===== config.mk =====
export PLATFORM = sky130hd
export DESIGN_NAME = mmio_tone_player
export DESIGN_NICKNAME = d
export VERILOG_FILES = /design/src/rtl/mmio_tone_player.sv
export SDC_FILE = /design/constraint.sdc
export NUM_CORES = 1
export LEC_CHECK = 0
export CORE_MARGIN = 2
export CORE_UTILIZATION = 53
export DETAILED_ROUTE_END_ITERATION = 10
export PLACE_DENSITY = 0.83
export SYNTH_ARGS = -nofsm -noshare
export SYNTH_HDL_FRONTEND = slang
export SYNTH_SLANG_ARGS = --single-unit
export TNS_END_PERCENT = 20

===== constraint.sdc =====
create_clock -name clock -period 2.7 [get_ports clock]
set_input_delay 0.54 -clock clock [delete_from_list [all_inputs] [get_ports clock]]
set_output_delay 0.54 -clock clock [all_outputs]
set_load 0.02 [all_outputs]

===== src/rtl/mmio_tone_player.sv =====
// Memory-mapped square-wave note player: CPU stores queue note words in a small FIFO,
// which are played back-to-back on a registered 1-bit audio pin.
module mmio_tone_player #(
  parameter int FIFO_DEPTH = 4,
  parameter int TICK_DIV   = 50000
) (
  input  logic        clock,
  input  logic        reset,
  input  logic        wr_en,
  input  logic [31:0] wr_data,
  input  logic        stop,
  output logic        audioOut,
  output logic [31:0] status
);

  localparam int AW = $clog2(FIFO_DEPTH);
  localparam int CW = AW + 1;
  localparam int PW = $clog2(TICK_DIV);
  localparam logic [PW-1:0] PRESC_RELOAD = PW'(TICK_DIV - 1);

  typedef enum logic [1:0] {
    IDLE,
    LOAD,
    PLAY
  } state_t;

  logic [29:0]   fifoMem_q [FIFO_DEPTH];
  logic [AW-1:0] wrPtr_q, wrPtr_d;
  logic [AW-1:0] rdPtr_q, rdPtr_d;
  logic [CW-1:0] count_q, count_d;
  logic          overflow_q, overflow_d;
  state_t        state_q, state_d;
  logic [17:0]   halfPeriod_q, halfPeriod_d;
  logic [11:0]   duration_q, duration_d;
  logic [17:0]   hpCnt_q, hpCnt_d;
  logic [11:0]   durCnt_q, durCnt_d;
  logic [PW-1:0] presc_q, presc_d;
  logic          audio_q, audio_d;

  logic fifoEmpty, fifoFull, push, pop;
  logic [29:0] headWord;
  // The two control bits of the note word carry no meaning for this block.
  logic unusedCtrlBits;

  assign unusedCtrlBits = ^wr_data[31:30];

  assign fifoEmpty = (count_q == '0);
  assign fifoFull  = (count_q == CW'(FIFO_DEPTH));
  assign pop       = (state_q == IDLE) && !fifoEmpty && !stop;
  // A pop on the same edge frees a slot, so a push into a full FIFO still succeeds.
  assign push      = wr_en && !stop && (!fifoFull || pop);
  assign headWord  = fifoMem_q[rdPtr_q];

  always_ff @(posedge clock) begin
    if (push) fifoMem_q[wrPtr_q] <= wr_data[29:0];
  end

  always_ff @(posedge clock) begin
    if (reset) begin
      wrPtr_q      <= '0;
      rdPtr_q      <= '0;
      count_q      <= '0;
      overflow_q   <= 1'b0;
      state_q      <= IDLE;
      halfPeriod_q <= '0;
      duration_q   <= '0;
      hpCnt_q      <= '0;
      durCnt_q     <= '0;
      presc_q      <= '0;
      audio_q      <= 1'b0;
    end else begin
      wrPtr_q      <= wrPtr_d;
      rdPtr_q      <= rdPtr_d;
      count_q      <= count_d;
      overflow_q   <= overflow_d;
      state_q      <= state_d;
      halfPeriod_q <= halfPeriod_d;
      duration_q   <= duration_d;
      hpCnt_q      <= hpCnt_d;
      durCnt_q     <= durCnt_d;
      presc_q      <= presc_d;
      audio_q      <= audio_d;
    end
  end

  always_comb begin
    wrPtr_d      = wrPtr_q;
    rdPtr_d      = rdPtr_q;
    count_d      = count_q;
    overflow_d   = overflow_q;
    state_d      = state_q;
    halfPeriod_d = halfPeriod_q;
    duration_d   = duration_q;
    hpCnt_d      = hpCnt_q;
    durCnt_d     = durCnt_q;
    presc_d      = presc_q;
    audio_d      = audio_q;

    if (stop) begin
      wrPtr_d = '0;
      rdPtr_d = '0;
      count_d = '0;
    end else begin
      if (push) wrPtr_d = wrPtr_q + 1'b1;
      if (pop)  rdPtr_d = rdPtr_q + 1'b1;
      if (push && !pop)      count_d = count_q + 1'b1;
      else if (pop && !push) count_d = count_q - 1'b1;
      if (wr_en && !push) overflow_d = 1'b1;
    end

    if (stop) begin
      state_d = IDLE;
      audio_d = 1'b0;
    end else begin
      case (state_q)
        IDLE: begin
          audio_d = 1'b0;
          if (pop) begin
            halfPeriod_d = headWord[17:0];
            duration_d   = headWord[29:18];
            state_d      = LOAD;
          end
        end
        LOAD: begin
          if (duration_q == '0) begin
            audio_d = 1'b0;
            state_d = IDLE;
          end else begin
            durCnt_d = duration_q;
            presc_d  = PRESC_RELOAD;
            hpCnt_d  = (halfPeriod_q == '0) ? '0 : halfPeriod_q - 18'd1;
            audio_d  = (halfPeriod_q != '0);
            state_d  = PLAY;
          end
        end
        PLAY: begin
          // Rests keep the half-period counter parked at 0 and the pin low.
          if (hpCnt_q == '0) begin
            hpCnt_d = (halfPeriod_q == '0) ? '0 : halfPeriod_q - 18'd1;
            audio_d = (halfPeriod_q != '0) && !audio_q;
          end else begin
            hpCnt_d = hpCnt_q - 18'd1;
          end
          if (presc_q == '0) begin
            presc_d = PRESC_RELOAD;
            if (durCnt_q == 12'd1) begin
              audio_d = 1'b0;
              state_d = IDLE;
            end else begin
              durCnt_d = durCnt_q - 12'd1;
            end
          end else begin
            presc_d = presc_q - 1'b1;
          end
        end
        default: begin
          audio_d = 1'b0;
          state_d = IDLE;
        end
      endcase
    end
  end

  assign audioOut = audio_q;
  assign status   = {24'b0, 4'(count_q), overflow_q, fifoFull, fifoEmpty, state_q != IDLE};

endmodule


==> results of run 1 <==
[power by group through the flow]
stage	Sequential, uW	Combinational [uW]	Clock (uW)
floorplan	3530	685	0
global placement	3540	923	0
detailed placement	3540	941	0
CTS	3480	950	3150
global route	3480	1050	3270
finish	3480	958	3100
[final timing paths]
path,startpoint,endpoint,slack [ns],cells past startpoint
worst min register to register,duration_q[0],duration_q[0],0.47,2
worst max-delay path,state_q[0],count_q[2],0.24,11
worst max register to register,state_q[0],count_q[2],0.24,11
worst min-delay path,reset,overflow_q,0.36,2
[registers in the layout, indices dropped and copies added (netlist names)]
name,count
durCnt_q,12
overflow_q,1
fifoMem_q,120
duration_q,12
rdPtr_q,2
audioOut,1
state_q,2
halfPeriod_q,18
presc_q,16
wrPtr_q,2
hpCnt_q,18
count_q,3
[critical path, stage by stage, from the launching register on]
cell and delay [ns]:
dfxtp_1 0.32, inv_1 0.10, ha_1 0.18, inv_1 0.07, and2_1 0.16, nor3b_2 0.22
ha_1 0.22, inv_1 0.06, fa_1 0.37, xor2_1 0.18, or3_1 0.31, a21oi_1 0.17
[cells by family after synthesis]
group                    synth area share (%)
AND/OR/NAND/NOR                          13.9
flip-flops                               56.7
AO/OA/AOI/OAI                            11.7
buffers and inverters                    5.34
multiplexers                             7.93
XOR/XNOR                                 2.23
adder cells (fa/ha/maj)                  2.20
other                                  0.0398
[area by class of cell]
| cell class | count | area (um^2) | share of cell area [%] |
|---|---|---|---|
| timing repair buffer | 79 | 753 | 6.91 |
| tap | 225 | 282 | 2.58 |
| sequential | 207 | 5350 | 49.0 |
| multi-input combinational | 525 | 3670 | 33.7 |
| clock inverter | 12 | 141 | 1.30 |
| clock buffer | 27 | 611 | 5.60 |
| inverter | 27 | 101 | 0.929 |
[placed cells by master (no fill, tap or decap), drive strengths merged, types with 23 or more instances in the layout]
cell type      netlist  routed
edfxtp             120     120
a21oi               59      59
mux4                30      30
clkbuf              46      27
buf                 32      39
a31oi               23      23
conb                 1      25
inv                 27      27
dfxtp               87      87
nor2                40      40
nand2               84      84
clkdlybuf4s50        0      40
[stage by stage]
step | setup WS, ns | hold WS [ns] | instances | total power (uW) | cell area, um^2
CTS | 0.134 | 0.346 | 1102 | 7580 | 10900
floorplan | 0.00970 | 0.438 | 837 | 4210 | 9510
finish | 0.245 | 0.359 | 1102 | 7540 | 10900
global placement | 0.0668 | 0.460 | 1063 | 4460 | 10200
detailed placement | -0.0164 | 0.465 | 1063 | 4480 | 10200
global route | 0.0297 | 0.379 | 1102 | 7800 | 10900
[metal layers]
metal  wire [um]  share of wire (%)
met1        8360                 43
met2        9620                 49
met4         383                1.9
met3        1280                6.5
met5           0                  0
[timing repair]
item / 4_1_cts / 5_1_grt
hold buffers: 0 / 0
setup endpoints to repair: 0 / 1
gates resized for setup: 0 / 1
buffers inserted: 0 / 0
hold endpoints to repair: 0 / 0
==> flow_metrics.tcl, run 1 <==
set metrics [dict create \
    end_kind "flip-flop" \
    hpwlAfterDp_um 12500 \
    cts_buffers 22 \
    synth_common_cells "120 x edfxtp_1, 87 x dfxtp_1, 84 x nand2_1, 59 x a21oi_1, 45 x clkbuf_1" \
    synth_cell_types 69 \
    setup_viol 0 \
    slew_headroom_pct 49.0 \
    ys_seq_elements 207 \
    rows 48 \
    ys_seq_area_share_pct 56.7 \
    firstDrtPassIters 5 \
    drt_iter0_markers 629 \
    wire_per_inst_um 17.8 \
    min_period_ns 2.46 \
    slew_violations 0 \
    critPathRequiredTime_ns 3.12 \
    maxCapViolCount 0 \
    synth_edf_count 120 \
    vias_per_cell 5.99 \
    grt_max_degree 47 \
    hold_viol_final 0 \
    layout-drive-gt1-share_pct 13.3 \
    tightest_slew_ns 0.765 \
    synthMostInstantiatedCell "edfxtp_1" \
    h-tree-depth 1 \
    synth_area_leaders "edfxtp_1 38%, dfxtp_1 18%, mux4_2 7.2%" \
    yosysTopAreaCellShare_pct 38.2 \
    start_util_pct 54.3 \
    die_h_um 137 \
    power.share.sequential_pct 46.1 \
    critPathArrivalTime_ns 2.87 \
    cp_max_fo 3 \
    cts_tree "done" \
    fin_crit_sh_pct 90.9 \
    grt_pass1_wl_um 32300 \
    ant_nets 0 \
    ys_warn_count 0 \
    vias 6603 \
    intPower_uw 5710 \
    portBuffers 41 \
    synth.avg_cell_area_um2 11.6 \
    grt_overflow 0 \
    fillers 1210 \
    clock_latency_ns 0.50 \
    clock_skew_ns 0.0116 \
    boundaryPins 69 \
    wirelength_um 19700 \
    synth_top_area_cell "edfxtp_1" \
    chipWidth_um 137 \
    path_class "flip-flop to flip-flop" \
    fmax_mhz 407 \
    gr-usage-met3_pct 4.05 \
    busiest_layer "met2" \
    cts_sinks 207 \
    synthArstFlopShare_pct 0 \
    dominantRegCellSynth "edfxtp_1" \
    grt_pass1_vias 6494 \
    rsz0062_at_grt "false" \
    antenna_found_initial 0 \
    status "finished, final reports clean" \
    grt_usage_pct 21.4 \
    finalNetCount 914 \
    ir_drop_mv 0.771 \
    clk_path_buf_depth 3 \
    combPwrFrac_pct 12.7 \
    syn_inst 813 \
    diodes 0 \
    clk_pin_slew_worst_paths_ns 0.06 \
    fin_setup_tns_ns 0 \
    die-area_um2 18900 \
    area_growth_pct 15.8 \
    clkPwrFrac_pct 41.2 \
    use_met1_pct 28.1 \
    utilization_pct 62.8 \
    met2_usage_pct 36.3 \
    switching_share_pct 24.3 \
    switchingPower_uw 1830 \
    gp_congestion 0.900 \
    leakagePower_uw 0.00375 \
    drc 0 \
    hp-class "input pin to flip-flop" \
    core_um2 17400 \
    pwr_density_cell_nw_per_um2 691 \
    cts-root-buf "clkbuf_16" \
    start_kind "flip-flop" \
    synth.cell_area_um2 9420 \
]
(Power assumes the default switching activity.)
==> inputs of run 2 (changes only) <==
PLACE_DENSITY = 0.79   (was 0.83)
==> run 2 against run 1 <==
Net effect: clock skew up 0.00076 ns; sequential cell count unchanged; register-to-register slack better by 0.04 ns; non-clock buffer count up 1; largest cell class unchanged; global-route usage up 0.27 points; utilization down 0.10 points; largest power group unchanged; sequential share of layout area up 0.079 points; die area unchanged.
==> flow_metrics.tcl, run 2 (synthesized netlist as in run 1, its figures left out) <==
set metrics [dict create \
    status "finished, final reports clean" \
    drc 0 \
    detailedPlace.worstSlack_ns 0.0127 \
    path_class "flip-flop to output port" \
    die-area_um2 18900 \
    cts_buffers 23 \
    die_h_um 137 \
    wire_per_inst_um 17.5 \
    ctsResizeCount 0 \
    worst_slack_ns 0.235 \
    vias_per_cell 5.84 \
    clock_skew_ns 0.0123 \
    intPower_uw 5590 \
    hp-class "input pin to flip-flop" \
    core_um2 17400 \
    grt_pass1_wl_um 32500 \
    slew_violations 0 \
    start_util_pct 54.3 \
    fin_setup_tns_ns 0 \
    timing.hold.ws_ns 0.315 \
    leakagePower_uw 0.00375 \
    final_cell_mix "120 x edfxtp_1, 86 x dfxtp_1, 84 x nand2_1" \
    cts_tree "done" \
    fillers 1299 \
    largest_register "fifoMem_q" \
    grt_overflow 0 \
    cts-hold-fix-buffers 0 \
    chipWidth_um 137 \
    tightest_slew_ns 0.736 \
    clk_pin_slew_worst_paths_ns 0.06 \
    fmax_mhz 406 \
    boundaryPins 69 \
    min_period_ns 2.46 \
    power_uw 7430 \
    clk_path_buf_depth 3 \
    grt_usage_pct 21.7 \
    switchingPower_uw 1840 \
    hold_viol_final 0 \
    switching_share_pct 24.8 \
    fin_crit_sh_pct 91.3 \
    rows 48 \
    critPathArrivalTime_ns 1.92 \
    h-tree-depth 1 \
    finalNetCount 916 \
    firstDrtPassIters 5 \
    diodes 0 \
    hpwlAfterDp_um 12500 \
    cts_sinks 207 \
    ant_nets 0 \
    top_regs "fifoMem_q (120), halfPeriod_q (18), hpCnt_q (18)" \
    grt_pass1_vias 6408 \
    gp_congestion 0.924 \
    clkPwrFrac_pct 40.1 \
    power.share.sequential_pct 46.8 \
    pwr_density_cell_nw_per_um2 682 \
    maxCapViolCount 0 \
    layout-drive-gt1-share_pct 13.3 \
    area_growth_pct 15.6 \
    cts-root-buf "clkbuf_16" \
    wirelength_um 19400 \
    ir_drop_mv 0.589 \
    grt_max_degree 42 \
    drt_iter0_markers 687 \
    vias 6462 \
    end_kind "output port" \
    rsz0062_at_grt "false" \
    portBuffers 41 \
    start_kind "flip-flop" \
    cts_setup_buffers 0 \
    antenna_found_initial 0 \
    cp_max_fo 3 \
    setup_viol 0 \
    final_common_cell "edfxtp_1" \
    clock_latency_ns 0.52 \
    largest_register_ff_count 120 \
    slew_headroom_pct 50.5 \
    combPwrFrac_pct 13.1 \
    critPathRequiredTime_ns 2.16 \
]
==> run 2: cell types whose count changed in the layout (fill, tap and decap cells not counted), sizes merged <==
| cell | delta |
|---|---|
| buf | +1 |
| bufinv | -1 |
| inv | +1 |
| clkinvlp | +2 |
| clkinv | +1 |
==> run 2: worst max-delay path, cell delays in order, from the launching register on <==
cell,delay (ns)
dfxtp_1,0.36
inv_1,0.09
ha_1,0.22
inv_1,0.12
clkdlybuf4s50_1,0.62
==> run 2: path summary, 6_finish.rpt <==
path	from	to	slack (ns)	cells after the start
worst max-delay path	state_q[0]	status[0]	0.24	4
worst min-delay path	reset	presc_q[13]	0.31	2
worst max register to register	state_q[0]	count_q[2]	0.28	11
worst min register to register	duration_q[7]	duration_q[7]	0.47	2
==> run 2: metrics by stage <==
stage               std cells  util (%)  cell area [um^2]
floorplan                 837         -              9510
global placement         1064      58.5             10100
detailed placement       1064      58.5             10100
CTS                      1106      62.6             10900
global route             1106      62.7             10900
finish                   1106      62.7             10900
==> run 2: area by class of cell <==
type	instances	area [um^2]	share of cell area, %
inverters	27	101	0.931
well taps	225	282	2.59
clock buffers	27	591	5.42
clock inverters	15	136	1.25
flip-flops and latches	207	5350	49.1
repair buffers	80	748	6.87
multi-input cells	525	3690	33.8
==> run 2: power by group through the flow <==
stage	combinational (uW)	clock (uW)	sequential, uW
finish	973	2980	3480
CTS	961	3050	3480
detailed placement	952	0	3540
global route	1070	3190	3490
floorplan	685	0	3530
global placement	937	0	3540
==> run 2: routing by layer <==
| metal | share of wire (%) | global-route usage, % |
|---|---|---|
| met1 | 44 | 29.8 |
| met2 | 48 | 34.9 |
| met3 | 5.7 | 4.23 |
| met4 | 2.0 | 6.82 |
| met5 | 0 | 0 |
